File: config.mk
export PLATFORM = sky130hd
export DESIGN_NAME = cpu_step_ctrl
export DESIGN_NICKNAME = d
export VERILOG_FILES = /design/src/rtl/cpu_step_ctrl.sv
export SDC_FILE = /design/constraint.sdc
export NUM_CORES = 1
export LEC_CHECK = 0
export BUFFER_PORTS_ARGS = -buffer_cell sky130_fd_sc_hd__buf_2
export CAP_MARGIN = 15
export CORE_ASPECT_RATIO = 1.4
export CORE_MARGIN = 8
export CORE_UTILIZATION = 54
export DETAILED_ROUTE_END_ITERATION = 8
export PLACE_DENSITY = 0.83
export SLEW_MARGIN = 0
export SYNTH_ARGS = -nofsm -noshare
export SYNTH_HDL_FRONTEND = slang
export SYNTH_SLANG_ARGS = --single-unit
File: constraint.sdc
create_clock -name clk -period 2.4 [get_ports clk]
set_input_delay 0.24 -clock clk [delete_from_list [all_inputs] [get_ports clk]]
set_output_delay 0.24 -clock clk [all_outputs]
set_load 0.01 [all_outputs]
File: src/rtl/cpu_step_ctrl.sv
// Run/step scheduler: turns run mode, debounced single-step presses and PC
// breakpoints into a one-cycle processor clock enable plus display snapshots.
module cpu_step_ctrl #(
    parameter int PC_W    = 8,
    parameter int RATE_W  = 24,
    parameter int DEB_CNT = 250000
) (
    input  logic              clk,
    input  logic              rst,
    input  logic              btn_step,
    input  logic              sw_run,
    input  logic              sw_bp_en,
    input  logic [PC_W-1:0]   bp_addr,
    input  logic [RATE_W-1:0] rate,
    input  logic [PC_W-1:0]   pc,
    input  logic              reg_write_w,
    input  logic [15:0]       result_w,
    output logic              cpu_en,
    output logic              halted,
    output logic              bp_hit,
    output logic [PC_W-1:0]   snap_pc,
    output logic [15:0]       snap_result,
    output logic [15:0]       step_count
);
    localparam int DEB_W = $clog2(DEB_CNT);

    typedef enum logic [1:0] {IDLE, RUN, BP_HALT} state_t;

    logic [1:0]        sync_reg;
    logic [DEB_W-1:0]  deb_cnt_reg;
    logic              deb_level_reg;
    logic              deb_level_d_reg;
    logic              step_req;

    state_t            state_reg, state_next;
    logic [RATE_W-1:0] rate_cnt_reg, rate_cnt_next;
    logic              cpu_en_reg, cpu_en_next;
    logic              halted_reg, halted_next;
    logic              bp_hit_reg, bp_hit_next;
    logic [PC_W-1:0]   snap_pc_reg;
    logic [15:0]       snap_result_reg;
    logic [15:0]       step_count_reg;
    logic              rate_hit;
    logic              bp_match;

    // Level only flips after DEB_CNT consecutive cycles of disagreement.
    always_ff @(posedge clk) begin
        if (rst) begin
            sync_reg        <= '0;
            deb_cnt_reg     <= '0;
            deb_level_reg   <= 1'b0;
            deb_level_d_reg <= 1'b0;
        end else begin
            sync_reg        <= {sync_reg[0], btn_step};
            deb_level_d_reg <= deb_level_reg;
            if (sync_reg[1] == deb_level_reg) begin
                deb_cnt_reg <= '0;
            end else if (deb_cnt_reg == DEB_W'(DEB_CNT - 1)) begin
                deb_level_reg <= ~deb_level_reg;
                deb_cnt_reg   <= '0;
            end else begin
                deb_cnt_reg <= deb_cnt_reg + DEB_W'(1);
            end
        end
    end

    assign step_req = deb_level_reg & ~deb_level_d_reg;
    assign rate_hit = (rate_cnt_reg == rate);
    assign bp_match = sw_bp_en && (pc == bp_addr);

    always_ff @(posedge clk) begin
        if (rst) begin
            state_reg    <= IDLE;
            rate_cnt_reg <= '0;
            cpu_en_reg   <= 1'b0;
            halted_reg   <= 1'b1;
            bp_hit_reg   <= 1'b0;
        end else begin
            state_reg    <= state_next;
            rate_cnt_reg <= rate_cnt_next;
            cpu_en_reg   <= cpu_en_next;
            halted_reg   <= halted_next;
            bp_hit_reg   <= bp_hit_next;
        end
    end

    always_comb begin
        state_next    = state_reg;
        rate_cnt_next = rate_cnt_reg;
        case (state_reg)
            IDLE: begin
                if (sw_run) begin
                    state_next    = RUN;
                    rate_cnt_next = '0;
                end
            end
            RUN: begin
                if (!sw_run) begin
                    state_next = IDLE;
                end else if (rate_hit) begin
                    rate_cnt_next = '0;
                    if (bp_match) state_next = BP_HALT;
                end else begin
                    rate_cnt_next = rate_cnt_reg + RATE_W'(1);
                end
            end
            BP_HALT: begin
                if (step_req) begin
                    state_next    = sw_run ? RUN : IDLE;
                    rate_cnt_next = '0;
                end else if (!sw_run) begin
                    state_next = IDLE;
                end
            end
            default: state_next = IDLE;
        endcase
    end

    // Outputs are computed from the upcoming state so they line up with it.
    always_comb begin
        cpu_en_next = 1'b0;
        case (state_reg)
            IDLE:    cpu_en_next = !sw_run && step_req;
            RUN:     cpu_en_next = sw_run && rate_hit && !bp_match;
            BP_HALT: cpu_en_next = step_req;
            default: cpu_en_next = 1'b0;
        endcase
        halted_next = (state_next != RUN);
        bp_hit_next = (state_next == BP_HALT);
    end

    always_ff @(posedge clk) begin
        if (rst) begin
            snap_pc_reg     <= '0;
            snap_result_reg <= '0;
            step_count_reg  <= '0;
        end else if (cpu_en_next) begin
            snap_pc_reg    <= pc;
            step_count_reg <= step_count_reg + 16'd1;
            if (reg_write_w) snap_result_reg <= result_w;
        end
    end

    assign cpu_en      = cpu_en_reg;
    assign halted      = halted_reg;
    assign bp_hit      = bp_hit_reg;
    assign snap_pc     = snap_pc_reg;
    assign snap_result = snap_result_reg;
    assign step_count  = step_count_reg;
endmodule

# Word-level counts from Yosys, hierarchy flattened
# Cells that the tools add are included.
# totals
reg_bits	91
latchBits	0
ram_bits	0
romBits	0
input_bits	62
output_inout_bits	43
wordCells	56
mem_count	0
# op_classes
addsub	3
multipliers	0
div_mod_pow	0
order_cmp	0
n_eq_ne	11
shifts	0
mux	14
bitwise_logic	4
reduce_logical	12
# op_table
cell	count
two-way mux 24 bit	4
case mux 24 bit (3 select lines)	1
adder 24 x 1 -> 24 bit, second input constant	1
== test 24 bit	1
adder 18 x 1 -> 18 bit, second input constant	1
== test 18 bit, second input constant	1
adder 16 x 1 -> 16 bit, second input constant	1
two-way mux 2 bit	6
== test 8 bit	1
inequality test 2 bit, second input constant	3
case mux 2 bit (3 select lines)	1
== test 2 bit, second input constant	2
logical AND 1 bit	4
AND reduction 2 bit	2
AND reduction 4 bit	1
inverter 1 bit	3
case mux 1 bit (3 select lines)	1
nonzero test 3 bit	1
OR reduction 3 bit	1
== test 2 x 1 -> 1 bit, second input constant	1
logical NOT 1 bit	2
logical NOT 2 bit	1
inequality test 2 x 1 -> 1 bit, second input constant	1
AND 1 bit	1
2 further kinds	2

# Depth between registers and ports, before layout
# Gate-level depths: netlist (run 1).
# logic_depth
depth_word	7
mapped_depth	9
depth_no_buf	7

# Least setup slack after synthesis (run 1)
# No wires, ideal clock.
# synth_path
path_kind	reg-to-reg
startpoint	register rate_cnt_reg[2]
endpoint	register step_count_reg[11] (netlist: step_count[11])
setup_time_ns	0.070
arrival_ns	1.980
t_required_ns	2.330
setup_slack_ns	0.349
path_stages_with_launch	9
path_buffers	2
synth_period_minus_slack_ns	2.051
cell_sequence	dfxtp_1 -> buf_6 -> xnor2_1 -> nand4_1 -> nor4_4 -> a31oi_1 -> buf_2 -> or4_1 -> a21oi_1
# synth_between
elab_chain_len	4
# synth_lines
item	line	rtl
start, declared	36	logic [RATE_W-1:0] rate_cnt_reg, rate_cnt_next;
start signal, assigned	80	rate_cnt_reg <= rate_cnt_next;
== test 24 bit	68	assign rate_hit = (rate_cnt_reg == rate);
logical AND 1 bit (2 in series)	124	RUN: cpu_en_next = sw_run && rate_hit && !bp_match;
case mux 1 bit (3 select lines)	122	case (state_reg)
end signal, assigned	139	step_count_reg <= step_count_reg + 16'd1;
end, declared	42	logic [15:0] step_count_reg;
# Every way passes these cells.
# A chain may end at the register's enable or synchronous reset.

# Worst setup path after layout (run 1)
# layout_path
startpoint	register rate_cnt_reg[5]
endpoint	register snap_result_reg[8] (netlist: snap_result[8])
# layout_between
elab_chain_len	5
# layout_lines
item	line	rtl
== test 24 bit	68	
logical AND 1 bit (2 in series)	124	
case mux 1 bit (3 select lines)	122	
AND reduction 2 bit (no line)	n/a	
end signal, assigned	140	if (reg_write_w) snap_result_reg <= result_w;
end, declared	41	logic [15:0] snap_result_reg;
# Every way passes these cells.

==> run metrics, run 1 <==
Mapped Area=4425 um^2; Worst R2R End=snap_result[8]; fmax=436.3 MHz; total power=0.003159 W; Synth cell types=42; CP dominant cell by count=buf_12; filler instances=670; # setup viols final=0; ys async rst share=0%; Final Hold Fails=0; CTS H-tree lvls=3; CTS root buffer=clkbuf_16; initial antenna violation count=0; Leakage=2.129 nW; Multi-input gate area=2471 um^2; initial core utilization=54.97%; CTS Hold Bufs=0; number of I/O port buffers=104; # rows=39; final period utilization=95.50%; All-Layer GR Usage=19.46%; post-CTS sizing=0; 1st-iter DRT viols=145; Synth Area per Inst=8.781 um^2; cts bufs inserted=9; Final Util=67.32%; crit path to=snap_result[8]; CP Depth=8; cells along the critical path=xnor2_1 -> nand4_1 -> nor4_4 -> a31oi_4 -> buf_12 -> nor2b_1 -> buf_12 -> mux2i_1; Synth Net Count=569; Worst-Skew Late Latency=0.34 ns; layout net count=673; CP startpoint=rate_cnt_reg[5]; Critical Path AT=2.56 ns; CTS Buffer Depth=2; maximum vdd drop=0.4010 mV; cell count of the worst reg-to-reg path=8; post-synthesis register bit count=91; RSZ-0062 raised after global routing=no; post-DR wirelength/cell=15.48 um; Final ANT Viol Nets=0; area fraction of the dominant cell type after synthesis=41.16%; status=completed; Reg clk slew, reported paths=0.06 ns; CTS tree=built; Slew Viols, Final=0; remaining global-route overflow=0; CP max stage delay=0.45 ns; top_reg_cell synth=dfxtp_1; Slew HR=59.81%; chip width=92.51 um; clock sinks=91; share of cells above drive strength 1=22.02%; Critical Path Slowest Stage Cell=nor4_4; Place WS=0.1063 ns; clock skew=0.005377 ns; area leader, netlist=dfxtp_1; CP Launch Type=flop; worst-path maximum fanout=40; Required @ worst endpoint=2.67 ns; first-pass GRT wire length=17880 um; Detailed Place HPWL=8148 um; critical path's top delay family=simple AND/OR/NAND/NOR gates; CP bufs+invs=2; FF-to-FF Start=rate_cnt_reg[5]; Die Footprint=11390 um^2; min Tclk post-route=2.292 ns; R2R setup slack=0.11 ns; GP Congestion=0.9404; Post-Synthesis Cells=504; routed wire length=11070 um; max reg flops=24; worst setup path class=flop to flop; DRC viols=0; Power Dens Cells=582.8 nW/um^2; DRT Pass-1 Iters=4; core area=8051 um^2; min-delay worst type=input pin to flop; number of top-level design ports=105; Via Count=3999; YS warnings=0; EDFF count, synth=0; FF/Latch Area=1822 um^2; die height=123.1 um; n_diodes=0; max-cap viol count=0; Crit. End Element=flop; Seq/Total Area, Yosys=41.16%; post-CTS setup buffers=0; post-route setup slack=0.1080 ns; TNS Setup=0 ns; top cells by area, synth=dfxtp_1, xnor2_1, mux2i_1; largest net degree at the start of global routing=41; worst hold slack=0.1147 ns; vias in the first global route=3940; Worst-Margin Slew=0.6028 ns; Layout area overhead=22.48%; Via density=5.593
Yosys cell counts, types with 8 or more instances:
cell,count
a21oi_1,24
nand2b_1,35
or4_1,8
nand4_1,23
or3_1,8
xor2_1,22
nand2_1,29
mux2i_1,26
nor2b_1,9
xnor2_1,41
clkbuf_1,18
nand3_1,24
dfxtp_1,91
o21ai_0,14
o31ai_1,9
nor3_1,8
nor2_1,52
worst min path at each step:
stage	startpoint	endpoint	slack, ns	depth (start not counted)
after floorplan	btn_step	sync_reg[0]	0.37	1
after global placement	sync_reg[0]	sync_reg[1]	0.43	1
after detailed placement	sync_reg[0]	sync_reg[1]	0.45	1
after CTS	btn_step	sync_reg[0]	0.11	2
after global routing	btn_step	sync_reg[0]	0.12	2
final	btn_step	sync_reg[0]	0.11	2
cell families (layout without fill, tap and decap cells):
kind of cell / Yosys count / count (layout) / share of synthesized area, %
and+or+nand+nor: 222 / 222 / 27.26
DFF: 91 / 91 / 41.16
AOI/OAI and AO/OA: 65 / 65 / 9.048
xor gates and xnor gates: 63 / 63 / 12.47
buffers and inverters: 34 / 143 / 3.336
muxes: 26 / 26 / 5.881
adders and majority gates: 3 / 3 / 0.8483
power breakdown:
group          total [W]  switching (W)  internal, W
registers        0.00152     0.00000509      0.00152
clock network    0.00146       0.000567     0.000894
logic           0.000177      0.0000873    0.0000896
stage by stage:
step,std cells,area [um^2]
2_1_floorplan,504,4425
3_3_place_gp,699,5112
3_5_place_dp,699,5112
4_1_cts,715,5420
5_1_grt,715,5420
6_report,715,5420
placed cells by master (no fill, tap or decap), types with 14 or more instances in the layout:
cell type	netlist	layout
xnor2_1	41	41
nand3_1	24	24
xor2_1	22	22
a21oi_1	24	24
nor2_1	52	52
o21ai_0	14	14
buf_4	1	14
nand2_1	29	29
nand4_1	23	23
dfxtp_1	91	91
mux2i_1	26	26
buf_2	7	104
nand2b_1	35	35
routing by layer:
metal | global-route usage [%] | up-vias | part of all wire (%)
met5 | 0 | - | 0
met4 | 11.53 | 0 | 3.1
met3 | 3.584 | 31 | 4.2
met2 | 37.04 | 108 | 56
met1 | 19.18 | 1883 | 37
li1 | - | 1977 | -
area by class of cell:
class	instances	area share, %
clock inverter	1	0.5540
sequential	91	33.61
inverter	7	0.4848
timing repair buffer	120	12.28
multi-input combinational	379	45.59
tap	102	2.355
clock buffer	15	5.125
worst register-to-register path: cells and delay by family (launching register included):
kind | cells | cell delay (ns)
compound gates | 1 | 0.14
xor+xnor | 1 | 0.13
buf+inv | 2 | 0.41
flops | 1 | 0.39
mux | 1 | 0.21
simple gates | 3 | 0.93
No activity file was read; power rests on OpenSTA's default activity.
==> run 2, diff against run 1 <==
CORE_MARGIN = 5   (was 8)
==> run 2 against run 1 <==
  * Setup slack gained 0.013 ns
  * Total power shrank 3.7%
  * Fmax grew 0.57%
  * Clock skew grew 0.0020 ns
  * Sequential share of layout area grew 0.11 points
  * Die area shrank 11%
  * Highest routed layer unchanged
  * Largest power group unchanged
==> run metrics, run 2 (synthesis gave the netlist of run 1 again) <==
status=completed; # setup viols final=0 (unchanged); Gate power share=5.9% (+0.3 points); # rows=39 (unchanged); DRT Pass-1 Iters=4 (unchanged); GP Congestion=0.8682 (-7.7%); core area=8100 um^2 (+0.61%); chip width=86.51 um (-6.5%); CP max stage delay=0.51 ns (+0.06 ns); Post-Layout Cell Count=718 (+0.42%); Critical Path Slowest Stage Cell=or4_1; min-delay worst type=input pin to flop; routed wire length=10730 um (-3.1%); CTS tree=built; cts bufs inserted=9 (unchanged); Reg clk slew, reported paths=0.06 ns (about the same); Psw=0.0006731 W (+2.1%); P_int=0.002368 W (-5.3%); cells along the critical path=xnor2_1 -> nand4_1 -> nor4_4 -> a31oi_4 -> buf_12 -> or4_1 -> a21oi_1; Slew Viols, Final=0 (unchanged); maximum vdd drop=0.4029 mV (+0.50%); Final Hold Fails=0 (unchanged); max reg flops=24 (unchanged); Crit. End Element=flop; Detailed Place HPWL=8060 um (-1.1%); largest net degree at the start of global routing=41 (unchanged); Die Footprint=10130 um^2 (-11%); Worst-Skew Late Latency=0.34 ns (about the same); Final ANT Viol Nets=0 (unchanged); Cell Count Post-Placement=701 (+0.29%); remaining global-route overflow=0 (unchanged); Worst-Margin Slew=0.5813 ns (-0.02144 ns); Clock Power Share=44.1% (-2.2 points); Power Dens Cells=562.9 nW/um^2 (-3.4%); min Tclk post-route=2.279 ns (-0.01301 ns); number of top-level design ports=105 (unchanged); clock skew=0.007359 ns (+0.001982 ns); commonest non-fill, non-tap cells in the layout=buf_2, dfxtp_1, nor2_1; post-DR wirelength/cell=14.94 um (-3.5%); Via density=5.568 (-0.44%); Slew HR=61.24% (+1.4 points); CTS H-tree lvls=3 (unchanged); most common cell after layout, fill and taps aside=buf_2; TNS Setup=0 ns (unchanged); first-pass GRT wire length=17170 um (-4.0%); post-CTS setup buffers=0 (unchanged); DRC viols=0 (unchanged); Reg power frac=50.0% (+1.9 points); 1st-iter DRT viols=152 (+4.8%); All-Layer GR Usage=21.20% (+1.7 points); Required @ worst endpoint=2.67 ns (about the same); fmax=438.8 MHz (+0.57%); number of I/O port buffers=104 (unchanged); share of cells above drive strength 1=22.44% (+0.42 points); clock sinks=91 (unchanged); max-cap viol count=0 (unchanged); final period utilization=94.96% (-0.54 points); vias in the first global route=3926 (-0.36%); CTS Buffer Depth=2 (unchanged); Leakage=2.123 nW (-0.26%); Place WS=0.1177 ns (+0.01139 ns); worst-path maximum fanout=40 (unchanged); layout net count=675 (+0.30%); die height=117.1 um (-4.9%); initial core utilization=54.63% (-0.33 points); Via Count=3998 (-0.025%); Layout area overhead=22.08%; post-route setup slack=0.1210 ns (+0.01301 ns); worst setup path class=flop to flop; initial antenna violation count=1 (+1); final instance area=5403 um^2 (-0.32%); RSZ-0062 raised after global routing=no; worst hold slack=0.1115 ns (-0.003251 ns); switching power share of the total=22.13% (+1.3 points); CTS root buffer=clkbuf_16; Critical Path AT=2.55 ns (about the same); DP Area=5115 um^2 (about the same); CP Launch Type=flop
==> run 2: changes by cell type in the layout (fill, tap and decap cells not counted) <==
| cell | previous run | this run |
|---|---|---|
| inv_6 | 0 | 1 |
| buf_6 | 0 | 1 |
| clkbuf_8 | 3 | 2 |
| diode_2 | 0 | 1 |
| clkbuf_1 | 3 | 2 |
| clkinv_2 | 0 | 1 |
| buf_4 | 14 | 16 |
| bufinv_16 | 1 | 0 |
| clkinvlp_4 | 0 | 1 |
| buf_12 | 2 | 1 |
==> run 2: power groups by stage <==
| stage | Combinational, W | Sequential, W | Clock (W) |
|---|---|---|---|
| after global placement | 0.000173 | 0.00155 | 0 |
| after floorplan | 0.0000937 | 0.00155 | 0 |
| final | 0.000179 | 0.00152 | 0.00134 |
| after CTS | 0.000180 | 0.00152 | 0.00137 |
| after global routing | 0.000197 | 0.00152 | 0.00144 |
| after detailed placement | 0.000179 | 0.00155 | 0 |
==> run 2: path summary, 6_finish.rpt <==
check / start / endpoint / slack (ns) / depth (start not counted)
max: rate_cnt_reg[22] / step_count[13] / 0.12 / 7
min: btn_step / sync_reg[0] / 0.11 / 2
max reg2reg: rate_cnt_reg[22] / step_count[13] / 0.12 / 7
min reg2reg: deb_cnt_reg[0] / deb_cnt_reg[0] / 0.46 / 1
==> run 2: timing repair <==
action	in CTS	in global routing
gates resized for setup	0	1
endpoints found under the setup margin	0	1
hold buffers	0	0
==> run 2: area by class of cell <==
type,count,area [um^2]
diodes,1,2.502
clock inverters,3,21.27
inverters,7,26.28
well taps,102,127.6
multi-input cells,379,2471
clock buffers,13,260.3
flip-flops and latches,91,1822
repair buffers,122,671.9
fillers,685,2698
==> run 2: metal layers <==
layer | global-route usage (%) | vias to the layer above | share of wire, %
met5 | 0 | - | 0
met1 | 22.07 | 1886 | 38
met4 | 11.02 | 0 | 3.3
met3 | 5.462 | 30 | 4.7
met2 | 38.82 | 109 | 54
li1 | - | 1973 | -
==> run 2: through the flow <==
| stage | total power (W) | utilization (%) |
|---|---|---|
| after global placement | 0.001728 | 63.14 |
| after floorplan | 0.001648 | - |
| after CTS | 0.003070 | 66.62 |
| after detailed placement | 0.001733 | 63.14 |
| final | 0.003041 | 66.70 |
| after global routing | 0.003155 | 66.70 |
==> run 2: critical path, delay by kind of cell, from the launching register on <==
| kind | cells | cell delay [ns] |
|---|---|---|
| AND/OR/NAND/NOR | 3 | 1.16 |
| flip-flops | 1 | 0.39 |
| AO/OA/AOI/OAI | 2 | 0.32 |
| buffers and inverters | 1 | 0.20 |
| XOR/XNOR | 1 | 0.13 |
==> run 3, diff against run 2 <==
RECOVER_POWER = 50   (was unset)
==> run 3 against run 2 <==
  * First-iteration DRC count grew 5.3%
  * Routed wire length grew 0.47%
  * Fmax is essentially flat
  * Global-route usage is the same
  * Sequential cell count is the same
  * Via count grew 0.18%
  * Hold slack lost 0.00087 ns
  * Sequential share of layout area grew 0.39 points
  * Total power is essentially flat
==> run metrics, run 3 (synthesis gave the netlist of run 1 again) <==
number of top-level design ports=105 (unchanged); CP bufs+invs=1 (unchanged); Via Count=4005 (+0.18%); HP Start=btn_step; DRC viols=0 (unchanged); CTS Buffer Depth=2 (unchanged); CTS root buffer=clkbuf_16; number of I/O port buffers=104 (unchanged); fmax=438.5 MHz (about the same); GR peak layer=met2; CP max stage delay=0.51 ns (about the same); Detailed Place HPWL=8060 um (unchanged); 1st-iter DRT viols=160 (+5.3%); clock skew=0.008301 ns (+0.0009419 ns); # setup viols final=0 (unchanged); post-CTS setup buffers=0 (unchanged); Worst-Margin Slew=0.9789 ns (+0.3976 ns); first-pass GRT wire length=17170 um (unchanged); die height=117.1 um (unchanged); Via density=5.578 (+0.18%); Final ANT Viol Nets=0 (unchanged); layout net count=675 (unchanged); Die Footprint=10130 um^2 (unchanged); max-cap viol count=0 (unchanged); Crit. End Element=flop; Critical Path AT=2.55 ns (about the same); All-Layer GR Usage=21.20% (unchanged); status=completed; CP startpoint=rate_cnt_reg[5]; min-delay worst type=input pin to flop; maximum vdd drop=0.4028 mV (about the same); Worst-Skew Late Latency=0.34 ns (about the same); final period utilization=95.02% (about the same); final instance area=5341 um^2 (-1.1%); Multi-input gate area=2471 um^2 (unchanged); largest net degree at the start of global routing=41 (unchanged); # rows=39 (unchanged); initial core utilization=54.63% (unchanged); Final Hold Fails=0 (unchanged); share of cells above drive strength 1=15.12% (-7.3 points); GP Congestion=0.8682 (unchanged); routed wire length=10780 um (+0.47%); clock sinks=91 (unchanged); met3 usage=5.462% (unchanged); min Tclk post-route=2.281 ns (+0.001602 ns); Reg clk slew, reported paths=0.06 ns (about the same); CTS H-tree lvls=3 (unchanged); met1 Use GR=22.07% (unchanged); Leakage=1.927 nW (-9.2%); remaining global-route overflow=0 (unchanged); DRT Pass-1 Iters=4 (unchanged); initial antenna violation count=1 (unchanged); critical path's top delay family=simple AND/OR/NAND/NOR gates; Critical Path Slowest Stage Cell=or4_1; Power Dens Cells=569.8 nW/um^2 (+1.2%); Final Util=65.94% (-0.76 points); FF/Latch Area=1822 um^2 (unchanged); most common cell after layout, fill and taps aside=dfxtp_1; Required @ worst endpoint=2.67 ns (about the same); worst-path maximum fanout=40 (unchanged); CTS tree=built; filler instances=707 (+3.2%); cells along the critical path=xnor2_1 -> nand4_1 -> nor4_4 -> a31oi_4 -> buf_12 -> or4_1 -> a21oi_1; FF-to-FF Start=rate_cnt_reg[5]; Layout area overhead=20.70%; commonest non-fill, non-tap cells in the layout=dfxtp_1, buf_2, nor2_1; worst setup path class=flop to flop; met2 Resource Use GR=38.82% (unchanged); chip width=86.51 um (unchanged); vias in the first global route=3926 (unchanged); CP Launch Type=flop; Slew Viols, Final=0 (unchanged); TNS Setup=0 ns (unchanged); max reg flops=24 (unchanged); DP Area=5115 um^2 (unchanged); core area=8100 um^2 (unchanged); RSZ-0062 raised after global routing=no; cts bufs inserted=9 (unchanged); Slew HR=34.74% (-27 points); post-DR wirelength/cell=15.01 um (+0.47%)
[run 3: power breakdown]
group / switching, W / total (W) / internal, W
registers: 0.00000493 / 0.00152 / 0.00152
clock network: 0.000583 / 0.00134 / 0.000761
logic: 0.0000893 / 0.000179 / 0.0000892
total: 0.000677 / 0.00304 / 0.00237
[run 3: stage by stage]
step | hold WS (ns) | instances | worst slack, ns | total power (W)
2_1_floorplan | 0.3682 | 504 | 0.3493 | 0.001648
3_3_place_gp | 0.4382 | 701 | 0.2130 | 0.001728
3_5_place_dp | 0.4420 | 701 | 0.1177 | 0.001733
4_1_cts | 0.1064 | 717 | 0.1037 | 0.003070
5_1_grt | 0.1593 | 718 | 0.02138 | 0.003153
6_report | 0.1106 | 718 | 0.1194 | 0.003043
[run 3: repair_timing]
| action | CTS | global route |
|---|---|---|
| setup endpoints to repair | 0 | 1 |
| resized for setup | 0 | 1 |
| hold buffers | 0 | 0 |
[run 3: path summary, 6_finish.rpt]
kind	slack, ns	endpoint	depth (start not counted)
max	0.12	step_count[13]	7
min	0.11	sync_reg[0]	2
max reg2reg	0.12	step_count[13]	7
min reg2reg	0.46	deb_cnt_reg[0]	1
[run 3: cell type report]
| class | instances | share of cell area (%) |
|---|---|---|
| diodes | 1 | 0.04685 |
| clock buffers | 13 | 4.872 |
| flip-flops and latches | 91 | 34.11 |
| repair buffers | 122 | 11.43 |
| clock inverters | 3 | 0.3982 |
| well taps | 102 | 2.389 |
| inverters | 7 | 0.4919 |
| multi-input cells | 379 | 46.26 |
[run 3: routing by layer]
metal	wire [um]	vias up	part of all wire, %
li1	-	1975	-
met1	4094	1892	38
met2	5818	104	54
met3	497	34	4.6
met4	367	0	3.4
met5	0	-	0
